<file path="src/rtl/down_counter.sv">
// Loadable down-counter/timer with one-shot or auto-reload terminal count.
// Ports: clk, reset (async, active-low), load/load_value, enable, auto_reload -> q, tc, busy, done.
module down_counter #(
  parameter int WIDTH = 7
) (
  input  logic             clk,
  input  logic             reset,
  input  logic             load,
  input  logic [WIDTH-1:0] load_value,
  input  logic             enable,
  input  logic             auto_reload,
  output logic [WIDTH-1:0] q,
  output logic             tc,
  output logic             busy,
  output logic             done
);

  typedef enum logic [1:0] {
    IDLE = 2'd0,
    RUN  = 2'd1,
    DONE = 2'd2
  } state_t;

  state_t           state;
  logic [WIDTH-1:0] reload_reg;

  always_ff @(posedge clk or negedge reset) begin
    if (!reset) begin
      state      <= IDLE;
      q          <= '0;
      reload_reg <= '0;
      tc         <= 1'b0;
    end else begin
      tc <= 1'b0;
      if (load) begin
        q          <= load_value;
        reload_reg <= load_value;
        state      <= (load_value != '0) ? RUN : IDLE;
      end else if (state == RUN && enable) begin
        if (q > WIDTH'(1)) begin
          q <= q - WIDTH'(1);
        end else begin
          // q can only be 1 here: RUN is entered with a nonzero
          // value and auto-reload restores a nonzero value.
          tc <= 1'b1;
          if (auto_reload) begin
            q <= reload_reg;
          end else begin
            q     <= '0;
            state <= DONE;
          end
        end
      end
    end
  end

  always_comb begin
    busy = 1'b0;
    done = 1'b0;
    unique case (state)
      RUN:     busy = 1'b1;
      DONE:    done = 1'b1;
      default: ;
    endcase
  end

endmodule
</file>
<file path="config.mk">
export PLATFORM = sky130hd
export DESIGN_NAME = down_counter
export DESIGN_NICKNAME = d
export VERILOG_FILES = /design/src/rtl/down_counter.sv
export SDC_FILE = /design/constraint.sdc
export NUM_CORES = 1
export LEC_CHECK = 0
export ABC_AREA = 1
export CORE_UTILIZATION = 50
export CTS_CLUSTER_SIZE = 8
export DETAILED_ROUTE_END_ITERATION = 8
export PLACE_DENSITY = 0.78
export REMOVE_ABC_BUFFERS = 1
export SKIP_CTS_REPAIR_TIMING = 1
export SYNTH_ARGS = -nofsm -noshare
export SYNTH_HDL_FRONTEND = slang
export SYNTH_SLANG_ARGS = --single-unit
</file>
<file path="constraint.sdc">
create_clock -name clk -period 1.59 [get_ports clk]
set_input_delay 0.318 -clock clk [delete_from_list [all_inputs] [get_ports clk]]
set_output_delay 0.318 -clock clk [all_outputs]
set_load 0.05 [all_outputs]
</file>
==> results of run 1 <==
[cells by family after synthesis]
group | share of synthesized area, %
buf+inv | 10.30
fa+ha+maj | 2.342
compound gates | 8.900
simple gates | 37.82
flops | 39.81
xor+xnor | 0.8198
[worst min-delay path by stage]
stage                     slack (ns)             to  cells past startpoint           from
after floorplan                 0.02           q[0]                      0          reset
after global placement          0.49  reload_reg[6]                      2  reload_reg[6]
after global routing            0.35           q[1]                      2          reset
after detailed placement        0.48  reload_reg[5]                      2  reload_reg[5]
final                           0.33       state[0]                      2          reset
after CTS                       0.35           q[1]                      2          reset
[per-layer routing]
layer	vias to the layer above	routed length, µm
li1	504	-
met1	469	1017
met2	38	1240
met3	7	113
met4	0	48
met5	-	0
[power breakdown]
| part | switching (mW) | internal [mW] |
|---|---|---|
| registers | 0.0575 | 0.474 |
| clock network | 0.146 | 0.0938 |
| logic | 0.300 | 0.222 |
[area by class of cell]
class	count	area, µm²
Fill cell	159	539.3
Multi-Input combinational cell	98	535.5
Sequential cell	17	425.4
Timing Repair Buffer	24	320.3
Inverter	26	100.1
Tap cell	27	33.78
Clock buffer	3	22.52
Clock inverter	1	5.005
[critical path: cells and delay by family (launching register included)]
kind	cells	cell delay [ns]
xor gates and xnor gates	1	0.18
adders and majority gates	1	0.29
buffers and inverters	1	0.16
DFF	1	0.47
and+or+nand+nor	3	0.25
[through the flow]
| step | worst slack (ns) | hold WS, ns |
|---|---|---|
| after floorplan | -0.02255 | 0.02241 |
| after global placement | 0.1612 | 0.4929 |
| after detailed placement | 0.1154 | 0.4754 |
| after CTS | 0.09715 | 0.3469 |
| after global routing | 0.02127 | 0.3524 |
| final | 0.1280 | 0.3306 |
[layout by cell type, fill, tap and decap left out]
master,instances
clkdlybuf4s50_1,11
o21ai_1,4
ha_1,2
o21ai_2,1
nor4_1,1
inv_2,1
nand4_1,2
a21o_1,1
nand3_4,1
nor3_1,2
nand2_4,1
buf_4,4
nor2_2,4
nand2_2,4
inv_4,1
nand2_1,37
xnor2_1,1
clkbuf_4,3
a21oi_2,1
clkinv_2,1
nand3_1,18
nor2_4,1
nand2_8,1
nor2_8,1
nor2_1,5
inv_1,24
dfrtp_1,17
o21ai_0,10
buf_12,9
[synthesized netlist by cell type, drive strengths merged]
library cell  count
o21ai            15
nand4             2
ha                2
nand2            43
nor3              2
nor2             11
xnor2             1
inv              26
nor4              1
clkbuf            1
a21oi             1
a21o              1
dfrtp            17
nand3            19
buf               1
==> metrics.md, run 1 <==
| Metric | Value |
|---|---|
| Clk buf depth | 2 |
| Leakage | 0.7436 nW |
| Pwr/cell area | 896.5 mW/mm² |
| Global routing usage on met2 | 42.40% |
| Met3 Usage GRT | 4.074% |
| Required time worst endpoint | 1.80 ns |
| Worst-margin pin slew | 0.3392 ns |
| CP Launch Point | q[0] |
| DRT Wirelength | 2420 µm |
| GR Util met1 | 30.91% |
| Post-layout minimum cycle time | 1.462 ns |
| Flop and latch count out of synthesis | 17 |
| Total power | 1.293 mW |
| Slew Limit Fails | 0 |
| CTS tree | built |
| Initial Util | 53.91% |
| Final setup TNS | 0 ns |
| H-tree depth | 1 |
| Slowest-stage cell, CP | dfrtp_1 |
| CP Cell Sequence | inv_1 > ha_1 > xnor2_1 > nand3_1 > nand3_1 > nand2_1 |
| Full die area | 0.002326 mm² |
| Syn Inst Count | 143 |
| Seq/Total Area, Yosys | 39.81% |
| Largest area contributor in the netlist | dfrtp_1 |
| Setup crit end kind | flop |
| Peak supply drop | 726.1 µV |
| Reg2reg setup slack | 0.13 ns |
| Synth Cell Area | 0.001069 mm² |
| Largest net degree at the start of global routing | 18 |
| GRT overflow | 0 |
| Clk pin slew, worst setup/hold paths | 0.11 ns |
| Setup crit end | q[2] |
| Max Cap Viol | 0 |
| Total number of vias | 1018 |
| Post-synth cell types | 26 |
| Dpl cells | 192 |
| Ys Warns | 0 |
| Vias per std cell | 5.194 |
| Initial antenna violation count | 0 |
| Layout Skew | 0.01091 ns |
| Routed Antenna Nets | 0 |
| DR WL/cell | 12.35 µm |
| Fraction of layout cells with a size suffix above 1 | 20.12% |
| Syn_area_per_cell | 7.472 µm² |
| Core Util, Final | 72.79% |
| First DRT Iteration DRCs | 27 |
| R2R depth | 6 |
| Final Hold Fails | 0 |
| Cell mode on critical path | nand3_1 |
| Post-route cell area | 0.001443 mm² |
| Die width | 48.23 µm |
| Vias in the first global route | 915 |
| Core Box Area | 0.001982 mm² |
| Outcome | complete, no violations |
| Area growth, synth to finish | 35.01% |
| Max_slew headroom | 77.39% |
| CTS sink cnt | 17 |
| Top-area cell type share of the netlist area | 39.81% |
| CP Max Fanout | 5 |
| # port buffers | 21 |
| Iteration count of the initial detailed-routing pass | 5 |
| RR Endpoint | q[2] |
| Global routing's busiest layer | met2 |
| DRC violations left | 0 |
| CTS Buf Count | 3 |
| Top cells by area, synth | dfrtp_1, nand2_1, nand3_1 |
| RSZ-0062 raised after global routing | false |
| IO Pins | 22 |
| First-pass GRT wire length | 3898 µm |
| Placed instance area | 0.001413 mm² |
| N_diodes | 0 |
| Worst r2r src | q[0] |
| # rows | 16 |
| DIE HEIGHT | 48.23 µm |
| HP Class | in -> async |
| Final setup vio count | 0 |
| Setup CP Type | reg -> reg |
| Fin crit share | 91.95% |
| Clock Latency Late Sink | 0.30 ns |
| Fin cells | 196 |
| HPWL after DPL | 1973 µm |
| # nets final | 184 |
| Crit path largest cell delay | 0.47 ns |
| Root Buffer | clkbuf_4 |
| Fmax | 684.0 MHz |
| Critical Path AT | 1.67 ns |
| CP Launch Type | flop |
| Final GP Congestion | 0.8331 |
| All-Layer GR Usage | 24.69% |
(Power assumes the default switching activity.)
==> run 2: changes to the inputs <==
--- a/config.mk
+++ b/config.mk
@@ -6,12 +6,14 @@
 export NUM_CORES = 1
 export LEC_CHECK = 0
 export ABC_AREA = 1
-export CORE_UTILIZATION = 50
+export CORE_MARGIN = 1.5
+export CORE_UTILIZATION = 54
 export CTS_CLUSTER_SIZE = 8
 export DETAILED_ROUTE_END_ITERATION = 8
-export PLACE_DENSITY = 0.78
+export PLACE_DENSITY = 0.84
 export REMOVE_ABC_BUFFERS = 1
 export SKIP_CTS_REPAIR_TIMING = 1
+export SKIP_LAST_GASP = 1
 export SYNTH_ARGS = -nofsm -noshare
 export SYNTH_HDL_FRONTEND = slang
 export SYNTH_SLANG_ARGS = --single-unit
==> constraint.sdc (replaced) <==
create_clock -name clk -period 1.76 [get_ports clk]
set_input_delay 0.352 -clock clk [delete_from_list [all_inputs] [get_ports clk]]
set_output_delay 0.352 -clock clk [all_outputs]
set_load 0.05 [all_outputs]
==> run 2 against run 1 <==
Compared with the run above:
- fmax fell by 3.5%
- die area fell by 3.1%
- sequential share of layout area increased by 1.8 points
- cell count fell by 1.0%
- routed wire length decreased by 1.5%
- design area shrank 5.6%
- clock power down 12%
- first-iteration DRC count decreased by 33%
==> metrics.md, run 2 (synthesized netlist as in run 1, its figures left out) <==
| Metric | Value |
|---|---|
| DRC violations left | 0 |
| Peak supply drop | 554.1 µV |
| Most frequent cells in the layout | nand2_1, inv_1, nand3_1 |
| Initial Util | 59.93% |
| Post-route cell area | 0.001361 mm² |
| First DRT Iteration DRCs | 18 |
| # rows | 15 |
| CP Max Fanout | 9 |
| Final Hold Fails | 0 |
| Required time worst endpoint | 1.95 ns |
| Max Cap Viol | 0 |
| Placed instance area | 0.001335 mm² |
| HP Class | in -> async |
| Clock Latency Late Sink | 0.30 ns |
| DR WL/cell | 12.29 µm |
| Outcome | complete, no violations |
| Filler instances | 126 |
| All-Layer GR Usage | 25.35% |
| CTS Buf Count | 3 |
| Largest net degree at the start of global routing | 18 |
| Clk buf depth | 2 |
| First-pass GRT wire length | 3795 µm |
| Setup CP Type | reg -> reg |
| Total number of vias | 1016 |
| Final setup vio count | 0 |
| Leakage | 0.7156 nW |
| DIE HEIGHT | 47.49 µm |
| Layout Skew | 0.007924 ns |
| CP Launch Type | flop |
| Routed Antenna Nets | 0 |
| Total power | 1.099 mW |
| Pwr/cell area | 807.5 mW/mm² |
| Area of the multi-input gates | 533.0 µm² |
| # nets final | 184 |
| # port buffers | 21 |
| Post-layout minimum cycle time | 1.514 ns |
| Slew Limit Fails | 0 |
| Critical Path AT | 1.71 ns |
| GRT overflow | 0 |
| Area growth, synth to finish | 27.40% |
| HPWL after DPL | 1907 µm |
| N_diodes | 0 |
| Max_slew headroom | 76.56% |
| CTS sink cnt | 17 |
| RSZ-0062 raised after global routing | false |
| Most common cell after layout, fill and taps aside | nand2_1 |
| CTS tree | built |
| Iteration count of the initial detailed-routing pass | 5 |
| IO Pins | 22 |
| Vias per std cell | 5.237 |
| Clk pin slew, worst setup/hold paths | 0.10 ns |
| Core Util, Final | 76.35% |
| DRT Wirelength | 2384 µm |
| Final GP Congestion | 0.8892 |
| Fmax | 660.4 MHz |
| Initial antenna violation count | 0 |
| Core Box Area | 0.001783 mm² |
| Vias in the first global route | 927 |
| Root Buffer | clkbuf_4 |
| Full die area | 0.002255 mm² |
| H-tree depth | 1 |
| Worst-margin pin slew | 0.3483 ns |
| Fin crit share | 86.04% |
| Register area | 425.4 µm² |
| Fraction of layout cells with a size suffix above 1 | 18.93% |
| Final setup TNS | 0 ns |
| Die width | 47.49 µm |
| Setup crit end kind | flop |
[run 2: changes by cell type in the layout (fill, tap and decap cells not counted), sizes merged]
cell    change
clkinv      -1
clkbuf      +1
[run 2: path summary, 6_finish.rpt]
| kind | depth (start not counted) | slack, ns | startpoint | endpoint |
|---|---|---|---|---|
| setup / recovery | 9 | 0.25 | q[1] | q[0] |
| hold / removal | 2 | 0.36 | reset | state[0] |
| setup reg to reg | 9 | 0.25 | q[1] | q[0] |
| hold reg to reg | 2 | 0.49 | reload_reg[5] | reload_reg[5] |
| max in group asynchronous | 2 | 1.21 | reset | q[3] |
| min in group clk | 2 | 0.49 | reload_reg[5] | reload_reg[5] |
[run 2: routing by layer]
layer	vias up	track usage, %	wire length [µm]	share of wire, %
met2	43	42.43	1142	48
met5	-	0	0	0
met4	0	16.11	93	3.9
met1	453	29.40	1004	42
li1	510	-	-	-
met3	10	5.283	143	6.0
[run 2: worst max-delay path, cell delays in order (launching register included)]
cell	delay (ns)
dfrtp_1	0.43
inv_1	0.11
ha_1	0.16
inv_1	0.04
nor2_1	0.16
nand3_4	0.15
nand2_8	0.14
o21ai_1	0.07
nand3_1	0.07
nand2_1	0.06
[run 2: metrics by stage]
| stage | instances | hold slack, ns | setup slack, ns |
|---|---|---|---|
| 2_1_floorplan | 141 | 0.05641 | 0.1474 |
| 3_3_place_gp | 190 | 0.4657 | 0.3034 |
| 3_5_place_dp | 190 | 0.4728 | 0.2596 |
| 4_1_cts | 194 | 0.3612 | 0.2426 |
| 5_1_grt | 194 | 0.3811 | 0.1417 |
| 6_report | 194 | 0.3588 | 0.2457 |
[run 2: power breakdown]
| group | switching (mW) | total, mW | internal (mW) |
|---|---|---|---|
| clock | 0.123 | 0.211 | 0.0885 |
| sequential | 0.0452 | 0.474 | 0.429 |
| combinational | 0.263 | 0.414 | 0.151 |
[run 2: area by class of cell]
type	instances	area share (%)
clock buffers	4	1.930
inverters	26	7.353
multi-input cells	98	39.15
flip-flops and latches	17	31.25
well taps	25	2.298
repair buffers	24	18.01
